**src/rtl/serial_word_transmitter.sv**
```systemverilog
// rtl/serial_word_transmitter.sv - multi-byte UART-style word transmitter
//
// Sends WORD_BYTES bytes as back-to-back frames: start bit, 8 data bits
// LSB-first, optional parity bit, STOP_BITS stop bits. Each bit lasts
// CLKS_PER_BIT clocks. A transfer is triggered by a rising edge on start
// while idle.
//
// Optional feature macro: SERIAL_TX_PARITY_EN (inserts a parity bit after
// data bit 7 of every byte; PARITY_ODD selects odd parity).
//
// Ports:
//   clk     - system clock
//   reset   - asynchronous active-low reset
//   word_in - word to send, sampled on the trigger edge
//   start   - request; rising edge starts a transfer
//   tx      - serial line, idles high
//   ready   - high when idle and able to accept a trigger
//   done    - one-cycle pulse when the last stop bit has completed

`timescale 1ns/1ps

module serial_word_transmitter #(
    parameter int WORD_BYTES     = 4,
    parameter int CLKS_PER_BIT   = 1,
    parameter int STOP_BITS      = 1,
    parameter int MSB_BYTE_FIRST = 0,
    parameter int PARITY_ODD     = 0
) (
    input  logic                    clk,
    input  logic                    reset,
    input  logic [8*WORD_BYTES-1:0] word_in,
    input  logic                    start,
    output logic                    tx,
    output logic                    ready,
    output logic                    done
);

    localparam int DIV_W  = (CLKS_PER_BIT > 1) ? $clog2(CLKS_PER_BIT) : 1;
    localparam int BYTE_W = (WORD_BYTES > 1) ? $clog2(WORD_BYTES) : 1;
    localparam int STOP_W = (STOP_BITS > 1) ? $clog2(STOP_BITS) : 1;

    localparam logic [DIV_W-1:0]  DIV_LAST  = DIV_W'(CLKS_PER_BIT - 1);
    localparam logic [BYTE_W-1:0] BYTE_LAST = BYTE_W'(WORD_BYTES - 1);
    localparam logic [STOP_W-1:0] STOP_LAST = STOP_W'(STOP_BITS - 1);
    localparam bit                PARITY_SENSE = (PARITY_ODD != 0);

    typedef enum logic [2:0] {
        IDLE   = 3'd0,
        START  = 3'd1,
        DATA   = 3'd2,
        PARITY = 3'd3,
        STOP   = 3'd4
    } state_t;

    state_t                  state;
    logic [DIV_W-1:0]        div_cnt;
    logic [2:0]              bit_idx;
    logic [STOP_W-1:0]       stop_cnt;
    logic [BYTE_W-1:0]       byte_idx;
    logic [8*WORD_BYTES-1:0] word_q;
    logic                    start_q;

    logic [BYTE_W-1:0]       byte_sel;
    logic [7:0]              cur_byte;
    logic                    bit_end;
    logic                    trigger;

    // Byte order is resolved here so the FSM always walks byte_idx upward.
    always_comb begin
        byte_sel = byte_idx;
        if (MSB_BYTE_FIRST != 0) begin
            byte_sel = BYTE_LAST - byte_idx;
        end
    end

    assign cur_byte = word_q[{byte_sel, 3'b000} +: 8];
    assign bit_end  = (div_cnt == DIV_LAST);
    assign trigger  = start & ~start_q;

`ifdef SERIAL_TX_PARITY_EN
    logic parity_bit;
    assign parity_bit = (^cur_byte) ^ PARITY_SENSE;
`else
    logic unused_parity_sense;
    assign unused_parity_sense = PARITY_SENSE;
`endif

    always_ff @(posedge clk or negedge reset) begin
        if (!reset) begin
            state    <= IDLE;
            div_cnt  <= '0;
            bit_idx  <= '0;
            stop_cnt <= '0;
            byte_idx <= '0;
            word_q   <= '0;
            // History starts high so a start held through reset release
            // is not seen as an edge.
            start_q  <= 1'b1;
            tx       <= 1'b1;
            ready    <= 1'b1;
            done     <= 1'b0;
        end else begin
            start_q <= start;
            done    <= 1'b0;
            case (state)
                IDLE: begin
                    tx       <= 1'b1;
                    ready    <= 1'b1;
                    div_cnt  <= '0;
                    bit_idx  <= '0;
                    stop_cnt <= '0;
                    byte_idx <= '0;
                    if (trigger) begin
                        word_q <= word_in;
                        tx     <= 1'b0;
                        ready  <= 1'b0;
                        state  <= START;
                    end
                end

                START: begin
                    if (bit_end) begin
                        div_cnt <= '0;
                        bit_idx <= '0;
                        tx      <= cur_byte[0];
                        state   <= DATA;
                    end else begin
                        div_cnt <= div_cnt + DIV_W'(1);
                    end
                end

                DATA: begin
                    if (bit_end) begin
                        div_cnt <= '0;
                        if (bit_idx == 3'd7) begin
`ifdef SERIAL_TX_PARITY_EN
                            tx    <= parity_bit;
                            state <= PARITY;
`else
                            tx       <= 1'b1;
                            stop_cnt <= '0;
                            state    <= STOP;
`endif
                        end else begin
                            bit_idx <= bit_idx + 3'd1;
                            tx      <= cur_byte[bit_idx + 3'd1];
                        end
                    end else begin
                        div_cnt <= div_cnt + DIV_W'(1);
                    end
                end

`ifdef SERIAL_TX_PARITY_EN
                PARITY: begin
                    if (bit_end) begin
                        div_cnt  <= '0;
                        tx       <= 1'b1;
                        stop_cnt <= '0;
                        state    <= STOP;
                    end else begin
                        div_cnt <= div_cnt + DIV_W'(1);
                    end
                end
`endif

                STOP: begin
                    if (bit_end) begin
                        div_cnt <= '0;
                        if (stop_cnt == STOP_LAST) begin
                            stop_cnt <= '0;
                            if (byte_idx == BYTE_LAST) begin
                                tx    <= 1'b1;
                                ready <= 1'b1;
                                done  <= 1'b1;
                                state <= IDLE;
                            end else begin
                                // Next start bit follows the stop bit directly.
                                byte_idx <= byte_idx + BYTE_W'(1);
                                tx       <= 1'b0;
                                state    <= START;
                            end
                        end else begin
                            stop_cnt <= stop_cnt + STOP_W'(1);
                        end
                    end else begin
                        div_cnt <= div_cnt + DIV_W'(1);
                    end
                end

                default: begin
                    state    <= IDLE;
                    div_cnt  <= '0;
                    bit_idx  <= '0;
                    stop_cnt <= '0;
                    byte_idx <= '0;
                    tx       <= 1'b1;
                    ready    <= 1'b1;
                end
            endcase
        end
    end

endmodule
```
**config.mk**
```make
export PLATFORM = sky130hd
export DESIGN_NAME = serial_word_transmitter
export DESIGN_NICKNAME = d
export VERILOG_FILES = /design/src/rtl/serial_word_transmitter.sv
export SDC_FILE = /design/constraint.sdc
export NUM_CORES = 1
export LEC_CHECK = 0
export BUFFER_PORTS_ARGS = -buffer_cell sky130_fd_sc_hd__buf_2
export CAP_MARGIN = 40
export CORE_AREA = 3 3 82 84
export DETAILED_ROUTE_END_ITERATION = 8
export DIE_AREA = 0 0 85 87
export GPL_ROUTABILITY_DRIVEN = 0
export GPL_TIMING_DRIVEN = 1
export PLACE_DENSITY = 0.53
export SYNTH_ARGS = -nofsm -noshare
export SYNTH_HDL_FRONTEND = slang
export SYNTH_SLANG_ARGS = --single-unit
```
**constraint.sdc**
```tcl
create_clock -name clk -period 5.9 [get_ports clk]
set_clock_uncertainty 0.15 [all_clocks]
set_input_delay 0.59 -clock clk [delete_from_list [all_inputs] [get_ports clk]]
set_output_delay 0.59 -clock clk [all_outputs]
set_load 0.02 [all_outputs]
```
# Word-level counts from Yosys, hierarchy flattened
# Cells that the tools add are included.
# totals
reg_bits	46
out_inout_bits	3
elab_cells	85
# op_classes
addsub	4
n_lt_le_gt_ge	1
n_eq_ne	14
shift	1
n_mux	40
n_bitwise	5
n_reduce_logical	10
# op_table
op	count
32-bit by 6-bit variable part select with 8-bit output	1
3-bit 2-to-1 mux	9
1-bit 2-to-1 mux	21
4-bit AND reduction	5
2-bit != test, second input constant	9
3-bit case mux with 4 select lines	1
3-bit case mux with 3 select lines	1
3-bit == test, second input constant	2
2-bit 2-to-1 mux	3
1-bit case mux with 3 select lines	2
6-bit AND reduction	1
3-bit by 4-bit < comparator with 1-bit output, second input constant	1
1-bit inverter	4
1-bit case mux with 4 select lines	1
2-bit case mux with 2 select lines	1
3-bit by 1-bit adder with 3-bit output, second input constant	1
1-bit binary-select mux with 3-bit select	1
3-bit by 1-bit == test with 1-bit output, second input constant	1
3-bit by 2-bit == test with 1-bit output, second input constant	1
3-bit zero test	1
3-bit OR reduction	1
1-bit adder, second input constant	2
2-bit by 1-bit adder with 2-bit output, second input constant	1
2-bit == test, second input constant	1
3 further kinds	3

# Depth between registers and ports, before layout
# logic_depth
word_depth	6
ltp_mapped	7
ltp_nobuf	6

# Worst setup path before layout
# OpenSTA, ideal clock, no wires.
# synth_timing
path_kind	reg2reg
start	reg byte_idx[0]
end	reg tx
arrival_time_ns	1.727
slack_ns	3.944
path_stages_with_launch	5
n_path_buf	1
synth_period_minus_slack_ns	1.956
cell_sequence	dfrtp_1 -> buf_6 -> mux4_1 -> mux4_2 -> o211a_1
# synth_between
elab_chain_len	6
word_cells_on_any_way	11
classes_between	eq/ne: 1; shift: 1; mux: 9
# synth_lines
element	line	source
start, declared	59	logic [BYTE_W-1:0] byte_idx;
start signal, assigned	178	byte_idx <= byte_idx + BYTE_W'(1);
32-bit by 6-bit variable part select with 8-bit output	76	assign cur_byte = word_q[{byte_sel, 3'b000} +: 8];
1-bit binary-select mux with 3-bit select	146	tx <= cur_byte[bit_idx + 3'd1];
1-bit 2-to-1 mux (not written as such)	146	
1-bit 2-to-1 mux	135	if (bit_idx == 3'd7) begin
1-bit 2-to-1 mux	133	if (bit_end) begin
1-bit case mux with 4 select lines (*)	105	case (state)
end signal, assigned	125	tx <= cur_byte[0];
end signal, assigned	146	
end, declared	33	output logic tx,
# Mark *: on every way between the ends. The rest lies on a longest branch, timed or not. The select of a mux whose other input is x is not followed.
# A chain may end at the register's enable or synchronous reset.

# Worst setup path after layout
# Ends and elaborated chain as after synthesis.

==> flow_summary_export.csv <==
group,metric,value,unit
outcome,status,"finished clean",
clock_tree,cts_tree,"yes",
placed_design,portBuffers,37,
floorplan,die_x,85,um
sta,period_needed,2.273,ns
detailed_routing,final_antenna_net_count,0,
final_layout,layout_common_cells,"dfrtp_1 (41), buf_2 (37), mux2_2 (35), mux4_1 (7), nor2_1 (6)",
sta,setup_tns,0,ns
clock_tree,post_cts_resized,0,
floorplan,die_y,87,um
clock_tree,post-cts-setup-buffers,0,
global_route,grt_pass1_wl,6803,um
sta,slew_viol_final,0,
yosys,synth_edf_count,0,
final_layout,final_nets,223,
yosys,yosysWarnings,0,
floorplan,ios,38,
power_and_ir_drop,ir_worst_vdd,0.1603,mV
global_route,antenna_found_initial,0,
critical_path,crit_type,"reg2reg",
run,cap_viol_max_count,0,
yosys,synth_seq_cells,44,
clock_tree,htreeDepth,2,
detailed_routing,dr.pass1.iters,4,
yosys,async_reset_ff_frac,1.000,
critical_path,r2r_setup_slack,3.63,ns
yosys,syn_avg_cell_area,14.03,um2
final_layout,final_common_cell,"dfrtp_1",
detailed_routing,wl_per_cell,15.51,um
sta,rsz0062_at_grt,"false",
yosys,synth_area,0.002105,mm2
critical_path,critical_path.startpoint,"byte_idx[0]",
detailed_routing,via_per_inst,4.981,
clock_tree,clk_path_buf_depth,2,
global_route,grt_overflow,0,
yosys,synth_fp_nets,188,
power_and_ir_drop,p_leak,1.098,nW
critical_path,reg2reg_depth,3,
global_route,grt_use_total,0.1155,
global_route,grt_busiest_layer,"met2",
final_layout,syn2layout_area_growth,17.36,%
placed_design,place_ws,3.628,ns
floorplan,initial_core_util,0.3513,
sta,post-route-period-util,0.3853,
placed_design,hpwl,2979,um
critical_path,worstPathArrival,2.35,ns
yosys,seq_area_frac_synth,0.5250,
sta,tightestPinTransition,0.5520,ns
sta,final-hold-violation-count,0,
final_layout,fin_util,0.4123,
clock_tree,cts_buffers,5,
final_layout,nFillCells,557,
critical_path,crit_path_start_kind,"flop",
sta,clock.fmax,439.9,MHz
sta,setup_slack,3.627,ns
clock_tree,cts.sinks,44,
critical_path,crit_path_max_fanout,12,
global_route,use_met1,0.1398,
detailed_routing,detail_route.drc_violations,0,
floorplan,core-area,0.005991,mm2
worst_hold_path,hold_class,"in2async",
floorplan,rows,28,
final_layout,antenna_cells,0,
global_route,use_met2,0.1949,
critical_path,cp-endpoint,"tx",
critical_path,critPathRequiredTime,5.97,ns
sta,setup_viol,0,
critical_path,timing.rr.end,"tx",
yosys,ys_types,32,
clock_tree,holdBufCountCts,0,
clock_tree,clk_pin_slew,0.08,ns
detailed_routing,drt_first_iter_violations,40,
detailed_routing,routed_wl,4048,um
sta,max-slew-margin-rel,0.6312,
final_layout,drive_gt1_frac,0.4731,
critical_path,cp-end-kind,"flop",
power_and_ir_drop,powerDensity,435.7,mW/mm2
clock_tree,clock_latency,0.29,ns
clock_tree,ctsRootBufferMaster,"clkbuf_8",
floorplan,dieArea,0.007395,mm2
detailed_routing,vias,1300,
yosys,synth_ff_type,"dfrtp_1",
critical_path,r2r_start,"byte_idx[0]",
global_route,grt_max_degree,34,
global_route,use_met3,0.03690,
yosys,postSynthCellCount,150,
global_route,grt_pass1_vias,1446,
==> layer usage <==
| layer | wire, um | share of wire | vias up |
|---|---|---|---|
| li1 | - | - | 621 |
| met3 | 200 | 0.049 | 5 |
| met2 | 1987 | 0.49 | 31 |
| met4 | 50 | 0.012 | 0 |
| met1 | 1810 | 0.45 | 643 |
| met5 | 0 | 0 | - |
==> worst min-delay path by stage <==
stage                     from    endpoint  slack [ns]  cells after the start
finish                   reset   word_q[0]        0.05                      1
global route             reset        done        0.07                      1
CTS                      reset        done        0.05                      1
detailed placement  word_q[18]  word_q[18]        0.34                      1
global placement     word_q[4]   word_q[4]        0.33                      1
floorplan                reset  bit_idx[0]        0.14                      0
==> power by group <==
part / switching [W] / internal, W
combinational: 0.000128 / 0.000208
clock: 0.0000992 / 0.000126
sequential: 0.0000797 / 0.000436
==> registers in the layout (all words and copies together) (netlist names) <==
register and cells:
bit_idx 3, byte_idx 2, done 1, ready 1, start_q 1, state 3, tx 1, word_q 32
==> critical path: stages, from the launching register on <==
cell and delay (ns):
dfrtp_1 0.70, mux4_1 0.64, mux4_2 0.48, o211a_1 0.24
==> cells in the mapped netlist, types with 2 or more instances <==
| master | number | share of area |
|---|---|---|
| dfrtp_1 | 41 | 0.49 |
| mux2_2 | 35 | 0.19 |
| clkbuf_1 | 10 | 0.018 |
| mux4_1 | 7 | 0.087 |
| nor2_1 | 6 | 0.011 |
| a21oi_1 | 5 | 0.012 |
| a22oi_1 | 5 | 0.018 |
| nand2_1 | 4 | 0.0071 |
| dfstp_2 | 3 | 0.037 |
| ha_1 | 3 | 0.018 |
| inv_1 | 2 | 0.0036 |
| mux4_2 | 2 | 0.021 |
| nand2b_1 | 2 | 0.0059 |
| nor2b_1 | 2 | 0.0059 |
| nor3b_1 | 2 | 0.0071 |
| o21a_1 | 2 | 0.0071 |
| o21ai_0 | 2 | 0.0048 |
| or2_2 | 2 | 0.0059 |
| xnor2_1 | 2 | 0.0083 |
==> cell families (layout without fill, tap and decap cells) <==
logic type | count (synthesis) | after routing | synth area share
AOI/OAI and AO/OA | 18 | 18 | 0.05708
xor gates and xnor gates | 2 | 2 | 0.008325
adders and majority gates | 3 | 3 | 0.01784
buffers and inverters | 13 | 49 | 0.02676
DFF | 44 | 44 | 0.5250
muxes | 45 | 45 | 0.3008
and+or+nand+nor | 25 | 25 | 0.06420
==> cell type report <==
type                    count  area, um2  area share
clock buffers               6      72.57     0.02938
clock inverters             2      35.03     0.01418
inverters                   2      7.507    0.003040
multi-input cells          93      943.4      0.3820
flip-flops and latches     44       1105      0.4473
well taps                  75      93.84     0.03799
repair buffers             39      212.7     0.08612
==> per-stage QoR <==
step	instance area, um2	total power, W	cells	hold slack, ns
finish	2470	0.001076	261	0.05438
global route	2470	0.001143	261	0.07486
CTS	2470	0.001094	261	0.05329
detailed placement	2362	0.0008640	253	0.3410
global placement	2342	0.0008453	252	0.3325
floorplan	2105	0.0007635	150	0.1444
No activity file was read; power rests on OpenSTA's default activity.
